$ cat config.mk
export PLATFORM = sky130hd
export DESIGN_NAME = pe_border_lanes_flat
export DESIGN_NICKNAME = d
export VERILOG_FILES = /design/src/rtl/pe_border_lanes_if.sv /design/src/rtl/pe_border_lanes.sv /design/src/flat_wrapper.sv
export SDC_FILE = /design/constraint.sdc
export NUM_CORES = 1
export LEC_CHECK = 0
export ABC_CLOCK_PERIOD_IN_PS = 4000
export BUFFER_PORTS_ARGS = -buffer_cell sky130_fd_sc_hd__buf_2
export CORE_ASPECT_RATIO = 2
export CORE_MARGIN = 3
export CORE_UTILIZATION = 50
export DETAILED_ROUTE_END_ITERATION = 16
export GPL_TIMING_DRIVEN = 0
export PLACE_DENSITY = 0.79
export SYNTH_ARGS = -nofsm -noshare
export SYNTH_HDL_FRONTEND = slang
export SYNTH_SLANG_ARGS = --single-unit
export TNS_END_PERCENT = 50
$ cat constraint.sdc
create_clock -name clk -period 4 [get_ports clk]
set_input_delay 0.2 -clock clk [delete_from_list [all_inputs] [get_ports clk]]
set_output_delay 0.2 -clock clk [all_outputs]
set_load 0.01 [all_outputs]
$ cat src/rtl/pe_border_lanes_if.sv
// Bus bundle for pe_border_lanes: control, operand inputs, and the registered outputs forwarded to neighbours.
interface pe_border_lanes_if #(
   parameter int unsigned IWIDTH = 8,
   parameter int unsigned OWIDTH = 16,
   parameter int unsigned LANES  = 2
);
   localparam int unsigned M = IWIDTH - 1;

   logic                      start;
   logic                      clr;
   logic [LANES*IWIDTH-1:0]   ifm;
   logic                      wght_sign;
   logic [M-1:0]              wght_abs;
   logic [LANES*OWIDTH-1:0]   ofm;
   logic                      busy;
   logic                      done;
   logic [LANES*IWIDTH-1:0]   ifm_d;
   logic                      wght_sign_d;
   logic [M-1:0]              wght_abs_d;
   logic [M-1:0]              randW_d;
   logic [LANES*OWIDTH-1:0]   ofm_d;

   modport master (
      output start, clr, ifm, wght_sign, wght_abs, ofm,
      input  busy, done, ifm_d, wght_sign_d, wght_abs_d, randW_d, ofm_d
   );

   modport slave (
      input  start, clr, ifm, wght_sign, wght_abs, ofm,
      output busy, done, ifm_d, wght_sign_d, wght_abs_d, randW_d, ofm_d
   );
endinterface

$ cat src/rtl/pe_border_lanes.sv
// Border PE: stochastic (counter / bit-reversed counter) sign-magnitude MAC over LANES lanes sharing one weight.
// Define PE_BORDER_LANES_SAT_EN to saturate the accumulators instead of wrapping.
module pe_border_lanes #(
   parameter int unsigned IWIDTH = 8,
   parameter int unsigned OWIDTH = 16,
   parameter int unsigned LANES  = 2
) (
   input logic              clk,
   input logic              rst_n,
   pe_border_lanes_if.slave bus
);
   localparam int unsigned M = IWIDTH - 1;

   localparam logic [1:0] S_IDLE = 2'd0;
   localparam logic [1:0] S_RUN  = 2'd1;
   localparam logic [1:0] S_DONE = 2'd2;

   logic [1:0]              state, state_nxt;
   logic [M-1:0]            cnt, cnt_nxt;
   logic [M-1:0]            rng_w_q, rng_w_nxt;
   logic [LANES*IWIDTH-1:0] ifm_q, ifm_nxt;
   logic                    wsgn_q, wsgn_nxt;
   logic [M-1:0]            wabs_q, wabs_nxt;
   logic [LANES*OWIDTH-1:0] acc_q, acc_nxt;
   logic                    busy_q, busy_nxt;
   logic                    done_q, done_nxt;

   function automatic logic [M-1:0] bitrev(input logic [M-1:0] v);
      logic [M-1:0] r;
      for (int b = 0; b < int'(M); b++) r[b] = v[int'(M) - 1 - b];
      return r;
   endfunction

   // Two's complement to magnitude; -2^M clamps to 2^M-1.
   function automatic logic [M-1:0] mag(input logic [IWIDTH-1:0] v);
      logic [IWIDTH-1:0] a;
      a = v[IWIDTH-1] ? IWIDTH'(~v + IWIDTH'(1)) : v;
      return a[IWIDTH-1] ? {M{1'b1}} : a[M-1:0];
   endfunction

   function automatic logic [OWIDTH-1:0] step(input logic [OWIDTH-1:0] a, input logic dn);
`ifdef PE_BORDER_LANES_SAT_EN
      if (!dn && (a == {1'b0, {(OWIDTH-1){1'b1}}})) return a;
      if (dn && (a == {1'b1, {(OWIDTH-1){1'b0}}}))  return a;
`endif
      return dn ? OWIDTH'(a - OWIDTH'(1)) : OWIDTH'(a + OWIDTH'(1));
   endfunction

   // Next state, datapath update and registered-output values
   always_comb begin
      state_nxt = state;
      cnt_nxt   = cnt;
      rng_w_nxt = '0;
      ifm_nxt   = ifm_q;
      wsgn_nxt  = wsgn_q;
      wabs_nxt  = wabs_q;
      acc_nxt   = acc_q;
      busy_nxt  = 1'b0;
      done_nxt  = 1'b0;
      if (bus.clr) begin
         state_nxt = S_IDLE;
         cnt_nxt   = '0;
         acc_nxt   = '0;
      end else begin
         case (state)
            S_IDLE: begin
               if (bus.start) begin
                  state_nxt = S_RUN;
                  cnt_nxt   = '0;
                  busy_nxt  = 1'b1;
                  ifm_nxt   = bus.ifm;
                  wsgn_nxt  = bus.wght_sign;
                  wabs_nxt  = bus.wght_abs;
                  acc_nxt   = bus.ofm;
               end
            end
            S_RUN: begin
               busy_nxt = 1'b1;
               for (int k = 0; k < int'(LANES); k++) begin
                  if ((cnt < mag(ifm_q[k*IWIDTH +: IWIDTH])) && (bitrev(cnt) < wabs_q))
                     acc_nxt[k*OWIDTH +: OWIDTH] = step(acc_q[k*OWIDTH +: OWIDTH],
                                                        ifm_q[k*IWIDTH + IWIDTH - 1] ^ wsgn_q);
               end
               cnt_nxt = M'(cnt + M'(1));
               if (cnt == {M{1'b1}}) state_nxt = S_DONE;
               else                  rng_w_nxt = bitrev(M'(cnt + M'(1)));
            end
            S_DONE: begin
               state_nxt = S_IDLE;
               done_nxt  = 1'b1;
            end
            default: state_nxt = S_IDLE;
         endcase
      end
   end

   always_ff @(posedge clk or negedge rst_n) begin
      if (!rst_n) begin
         state   <= S_IDLE;
         cnt     <= '0;
         rng_w_q <= '0;
         ifm_q   <= '0;
         wsgn_q  <= 1'b0;
         wabs_q  <= '0;
         acc_q   <= '0;
         busy_q  <= 1'b0;
         done_q  <= 1'b0;
      end else begin
         state   <= state_nxt;
         cnt     <= cnt_nxt;
         rng_w_q <= rng_w_nxt;
         ifm_q   <= ifm_nxt;
         wsgn_q  <= wsgn_nxt;
         wabs_q  <= wabs_nxt;
         acc_q   <= acc_nxt;
         busy_q  <= busy_nxt;
         done_q  <= done_nxt;
      end
   end

   assign bus.busy        = busy_q;
   assign bus.done        = done_q;
   assign bus.ifm_d       = ifm_q;
   assign bus.wght_sign_d = wsgn_q;
   assign bus.wght_abs_d  = wabs_q;
   assign bus.randW_d     = rng_w_q;
   assign bus.ofm_d       = acc_q;
endmodule

$ cat src/flat_wrapper.sv
// flat-port wrapper written by rule: the top's interface ports become plain ports
module pe_border_lanes_flat 
#(
   parameter int unsigned IWIDTH = 8,
   parameter int unsigned OWIDTH = 16,
   parameter int unsigned LANES  = 2
)
  (clk, rst_n, bus_start, bus_clr, bus_ifm, bus_wght_sign, bus_wght_abs, bus_ofm, bus_busy, bus_done, bus_ifm_d, bus_wght_sign_d, bus_wght_abs_d, bus_randW_d, bus_ofm_d);
  pe_border_lanes_if #(.IWIDTH(IWIDTH), .OWIDTH(OWIDTH), .LANES(LANES)) bus_i ();
  input logic clk;
  input logic rst_n;
  input wire logic [$bits(bus_i.start)-1:0] bus_start;
  input wire logic [$bits(bus_i.clr)-1:0] bus_clr;
  input wire logic [$bits(bus_i.ifm)-1:0] bus_ifm;
  input wire logic [$bits(bus_i.wght_sign)-1:0] bus_wght_sign;
  input wire logic [$bits(bus_i.wght_abs)-1:0] bus_wght_abs;
  input wire logic [$bits(bus_i.ofm)-1:0] bus_ofm;
  output wire logic [$bits(bus_i.busy)-1:0] bus_busy;
  output wire logic [$bits(bus_i.done)-1:0] bus_done;
  output wire logic [$bits(bus_i.ifm_d)-1:0] bus_ifm_d;
  output wire logic [$bits(bus_i.wght_sign_d)-1:0] bus_wght_sign_d;
  output wire logic [$bits(bus_i.wght_abs_d)-1:0] bus_wght_abs_d;
  output wire logic [$bits(bus_i.randW_d)-1:0] bus_randW_d;
  output wire logic [$bits(bus_i.ofm_d)-1:0] bus_ofm_d;
  assign bus_i.start = bus_start;
  assign bus_i.clr = bus_clr;
  assign bus_i.ifm = bus_ifm;
  assign bus_i.wght_sign = bus_wght_sign;
  assign bus_i.wght_abs = bus_wght_abs;
  assign bus_i.ofm = bus_ofm;
  assign bus_busy = bus_i.busy;
  assign bus_done = bus_i.done;
  assign bus_ifm_d = bus_i.ifm_d;
  assign bus_wght_sign_d = bus_i.wght_sign_d;
  assign bus_wght_abs_d = bus_i.wght_abs_d;
  assign bus_randW_d = bus_i.randW_d;
  assign bus_ofm_d = bus_i.ofm_d;
  pe_border_lanes #(.IWIDTH(IWIDTH), .OWIDTH(OWIDTH), .LANES(LANES)) u_core (.clk(clk), .rst_n(rst_n), .bus(bus_i));
endmodule
After elaboration in Yosys (flattened, before gate mapping) --
Index checks and enable logic that the tools add are counted.
Word-level totals: bits in registers 74, logic and storage cells 67, input bits 60, output and inout port bits 65
Cells by class: multiplexer cells 26, bitwise gates (word level) 5, $add $sub $neg 7, reduce and logical (&&, ||, !) cells 9, magnitude comparators 3, equality and inequality tests 7
Operators by type and width (count):
- $mux 16 | 4
- $mux 32 | 2
- $pmux 32 s2 | 1
- $mux 7 | 7
- $add 16x1->16 const B | 2
- $sub 16x1->16 const B | 2
- $lt 7x7->1 | 3
- $add 8x1->8 const B | 2
- $mux 8 | 2
- $not 8->8 | 2
- $pmux 7 s2 | 1
- $ne 3x2->1 const B | 3
- $reduce_and 3->1 | 3
- $add 7x1->7 const B | 1
- $eq 7x7->1 const B | 1
- $mux 2 | 3
- $mux 1 | 4
- $pmux 2 s2 | 1
- $reduce_and 2->1 | 2
- $ne 3x3->1 const B | 1
- $reduce_bool 3->1 | 1
- $eq 2x1->1 const B | 1
- $eq 2x2->1 const B | 1
- $logic_and 1x1->1 | 2
- 4 further kinds | 5

Depth between registers and ports, before layout --
depth in word-level cells 9, gate-level depth with buffers 15, mapped depth without buffers 14

Worst setup path before layout --
Ideal clock, no wire load.
kind flip-flop to flip-flop, from register u_core.wsgn_q, in the netlist u_core.bus.wght_sign_d, to register u_core.acc_q[13], in the netlist u_core.bus.ofm_d[13], arrival time 3.128 ns, path slack 0.746 ns, cell stages (with the launch flop) 10, clock period less this slack 3.254 ns, cell sequence dfrtp_1 > xor2_1 > ha_1 > a211oi_1 > o31a_1 > o21ai_0 > a311o_1 > a31oi_1 > xnor2_1 > a221o_1
On the way: word-level cells in the longest chain between the ends 5
RTL lines:
- start, declared | RTL line pe_border_lanes.sv:22 | logic wsgn_q, wsgn_nxt;
- start signal, assigned | RTL line pe_border_lanes.sv:113 | wsgn_q <= wsgn_nxt;
- $xor 1x1->1 | RTL line pe_border_lanes.sv:82 | ifm_q[k*IWIDTH + IWIDTH - 1] ^ wsgn_q);
- $mux 16 | RTL line pe_border_lanes.sv:46 | return dn ? OWIDTH'(a - OWIDTH'(1)) : OWIDTH'(a + OWIDTH'(1));
- $mux 16 | RTL line pe_border_lanes.sv:80 | if ((cnt < mag(ifm_q[k*IWIDTH +: IWIDTH])) && (bitrev(cnt) < wabs_q))
- $pmux 32 s2 | RTL line pe_border_lanes.sv:65 | case (state)
- $mux 32 | RTL line pe_border_lanes.sv:60 | if (bus.clr) begin
- end signal, assigned | RTL line pe_border_lanes.sv:115 | acc_q <= acc_nxt;
- end, declared | RTL line pe_border_lanes.sv:24 | logic [LANES*OWIDTH-1:0] acc_q, acc_nxt;
Every way passes these cells. The select of a mux whose other input is x is not followed. A chain may end at the register's enable or synchronous reset.

Worst setup path after layout --
from register u_core.wsgn_q, in the netlist u_core.bus.wght_sign_d, to register u_core.acc_q[31], in the netlist u_core.bus.ofm_d[31]
Same word-level chain as after synthesis.

==> impl_metrics.env <==
export IMPL_cp_num_buf_inv=1
export IMPL_clk_pin_slew_ps=60
export IMPL_critical_path_class="flop to flop"
export IMPL_grt_pass1_wl_um=24500
export IMPL_fin_crit_ps=3610
export IMPL_design_die_area_um2=11600
export IMPL_synth_edf_count=0
export IMPL_syn_area_um2=5150
export IMPL_critPathCaptureType="flop"
export IMPL_outcome="complete, no violations"
export IMPL_drive_gt1_share_pct=24.9
export IMPL_synth_warnings=0
export IMPL_cts_buffer_depth=2
export IMPL_cp_arrival_ps=3840
export IMPL_async_flop_share_pct=100
export IMPL_gp_congestion=0.988
export IMPL_core_area_um2=9890
export IMPL_ios=125
export IMPL_p_per_area_nw_per_um2=676
export IMPL_dp_hpwl_um=11100
export IMPL_min_path_type="input pin to flop"
export IMPL_area_growth_pct=22.6
export IMPL_ant_nets=0
export IMPL_finClkSkew_ps=7.93
export IMPL_synthFlopType="dfrtp_1"
export IMPL_drc=0
export IMPL_cts_setup_buffers=0
export IMPL_maxCapViolations=0
export IMPL_postSynthCellCount=563
export IMPL_maxSlewViolCount=0
export IMPL_antenna_found_initial=0
export IMPL_drtPass1Iterations=5
export IMPL_first_iter_violations=436
export IMPL_post_cts_resized=0
export IMPL_critPathMaxFanout=15
export IMPL_setup_viol=0
export IMPL_setup_worst_path_start_class="flop"
export IMPL_worst_pin_slew_ps=957
export IMPL_numCtsBuffers=9
export IMPL_finalNetCount=810
export IMPL_track_usage_pct=26.3
export IMPL_cp_required_ps=4230
export IMPL_initial_core_util_pct=52.1
export IMPL_rsz0062_at_grt="no"
export IMPL_leakagePower_nw=3.14
export IMPL_synth_seq_cells=74
export IMPL_diodes=0
export IMPL_fp_row_count=51
export IMPL_via_per_inst=5.89
export IMPL_cts_sinks=74
export IMPL_crit_slowest_cell="or4_1"
export IMPL_htreeDepth=3
export IMPL_critPathTopFamily="compound AO/OA/AOI/OAI gates"
export IMPL_routed_wl_um=14600
export IMPL_ys_seq_area_share_pct=35.9
export IMPL_clk_latency_ps=340
export IMPL_post_drt_wl_per_cell_um=17.5
export IMPL_syn_area_per_cell_um2=9.16
export IMPL_vias=4925
export IMPL_ys_types=64
export IMPL_fmax_mhz=277
export IMPL_relSlewSlack_pct=36.1
export IMPL_cts_root_buf="clkbuf_16"
export IMPL_die_w_um=77.8
export IMPL_post_route_period_util_pct=90.3
export IMPL_final_hold_violation_count=0
export IMPL_cts_tree="yes"
export IMPL_cpPeakStageDelay_ps=530
export IMPL_grt_max_degree=50
export IMPL_syn_num_nets=674
export IMPL_hold_buffers=1
export IMPL_grt_overflow_total=0
export IMPL_fin_hold_ws_ps=70.7
export IMPL_worstPathCellList="xnor2_1 -> inv_1 -> ha_1 -> a21o_1 -> a211oi_1 -> a21oi_1 -> or4_1 -> o311a_1 -> a21bo_1 -> a22o_1"
export IMPL_die_h_um=150
export IMPL_grt_pass1_vias=5097
export IMPL_final_setup_tns_ps=0
export IMPL_io_buffers=123
export IMPL_peakVddDrop_uv=325
## synthesized netlist by cell type, drive strengths merged, types with 8 or more instances
cell type,instances,share of area (%)
o21ai,38,3.7
mux2,17,3.7
dfrtp,74,36
xor2,15,2.5
nor2,54,4.1
clkbuf,16,1.2
a22oi,15,2.2
inv,22,1.6
a21o,12,1.7
xnor2,22,3.7
nand2,59,4.3
a21oi,51,5.0
ha,49,12
nand3,8,0.78
## state kept, by name, summed over array words and instances, names as in the netlist
signal,count
u_core.bus.ifm_d,16
u_core.bus.ofm_d,32
u_core.bus.randW_d,7
u_core.bus.wght_sign_d,1
u_core.bus.done,1
u_core.cnt,7
u_core.state,2
u_core.bus.busy,1
u_core.bus.wght_abs_d,7
## per-stage QoR
step           cell area [um2]  std cells  utilization [%]  total power [W]  setup WS, ps
4_1_cts                   6320        836             63.9          0.00426           445
6_report                  6320        836             63.9          0.00428           390
5_1_grt                   6320        836             63.9          0.00461           196
2_1_floorplan             5150        563                -          0.00272           746
3_3_place_gp              5940        818             60.0          0.00319           204
3_5_place_dp              5970        819             60.4          0.00332           448
## worst reg2reg max path: stages (launching register included)
cell and delay, ps:
dfrtp_1 430, xnor2_1 470, inv_1 440, ha_1 460
a21o_1 200, a211oi_1 230, a21oi_1 140, or4_1 540
o311a_1 170, a21bo_1 200, a22o_1 220
## power by group
part           leakage [nW]  internal, W  total [W]  switching (W)
clock                 0.165     0.000597   0.000923       0.000326
combinational          2.03     0.000993    0.00228        0.00128
sequential            0.944     0.000905    0.00108       0.000171
## cells in the final DEF (no fill, tap or decap), types with 4 or more instances in the layout
cell type,n
buf_2,126
a211oi_1,6
nand4_1,7
clkbuf_1,16
and3_1,6
nand3_1,8
xor2_1,14
nand2_1,59
ha_1,49
nor3_1,4
a22oi_1,15
xnor2_1,22
a221oi_1,6
a21o_1,12
nand2b_1,4
dfrtp_1,74
clkbuf_16,9
mux2_2,17
o21ai_0,38
o31ai_1,5
nor2_1,51
o21a_1,4
inv_1,22
a21oi_1,51
mux2i_1,4
a31oi_1,6
## per-layer routing
| layer | wire length [um] | track usage, % |
|---|---|---|
| met2 | 8070 | 49.4 |
| met4 | 530 | 12.1 |
| met5 | 0 | 0 |
| met3 | 819 | 3.55 |
| met1 | 5230 | 28.5 |
## path summary, 6_finish.rpt
| path | from | endpoint | slack [ps] | cells after the start |
|---|---|---|---|---|
| worst max-delay path | u_core.bus.wght_sign_d | u_core.bus.ofm_d[31] | 390 | 10 |
| worst min-delay path | bus_ifm[8] | u_core.bus.ifm_d[8] | 70 | 3 |
| worst max register to register | u_core.bus.wght_sign_d | u_core.bus.ofm_d[31] | 390 | 10 |
| worst min register to register | u_core.bus.ofm_d[4] | u_core.bus.ofm_d[4] | 530 | 2 |
| max in group asynchronous | rst_n | u_core.bus.ofm_d[29] | 3090 | 3 |
| min in group asynchronous | rst_n | u_core.bus.ifm_d[3] | 330 | 2 |
## cell families after synthesis
| logic type | share of synthesized area, % |
|---|---|
| muxes | 4.49 |
| and+or+nand+nor | 15.4 |
| DFF | 35.9 |
| xor gates and xnor gates | 6.29 |
| buffers and inverters | 3.45 |
| adders and majority gates | 12.7 |
| AOI/OAI and AO/OA | 21.7 |
## layout make-up
class | instances | area, um2
plain buffers | 22 | 95.1
clock buffers | 12 | 267
clock inverters | 4 | 72.6
fillers | 841 | 3570
inverters | 22 | 82.6
multi-input cells | 445 | 3130
flip-flops and latches | 74 | 1850
well taps | 132 | 165
repair buffers | 125 | 656
Power figures use the tool's default switching activity.
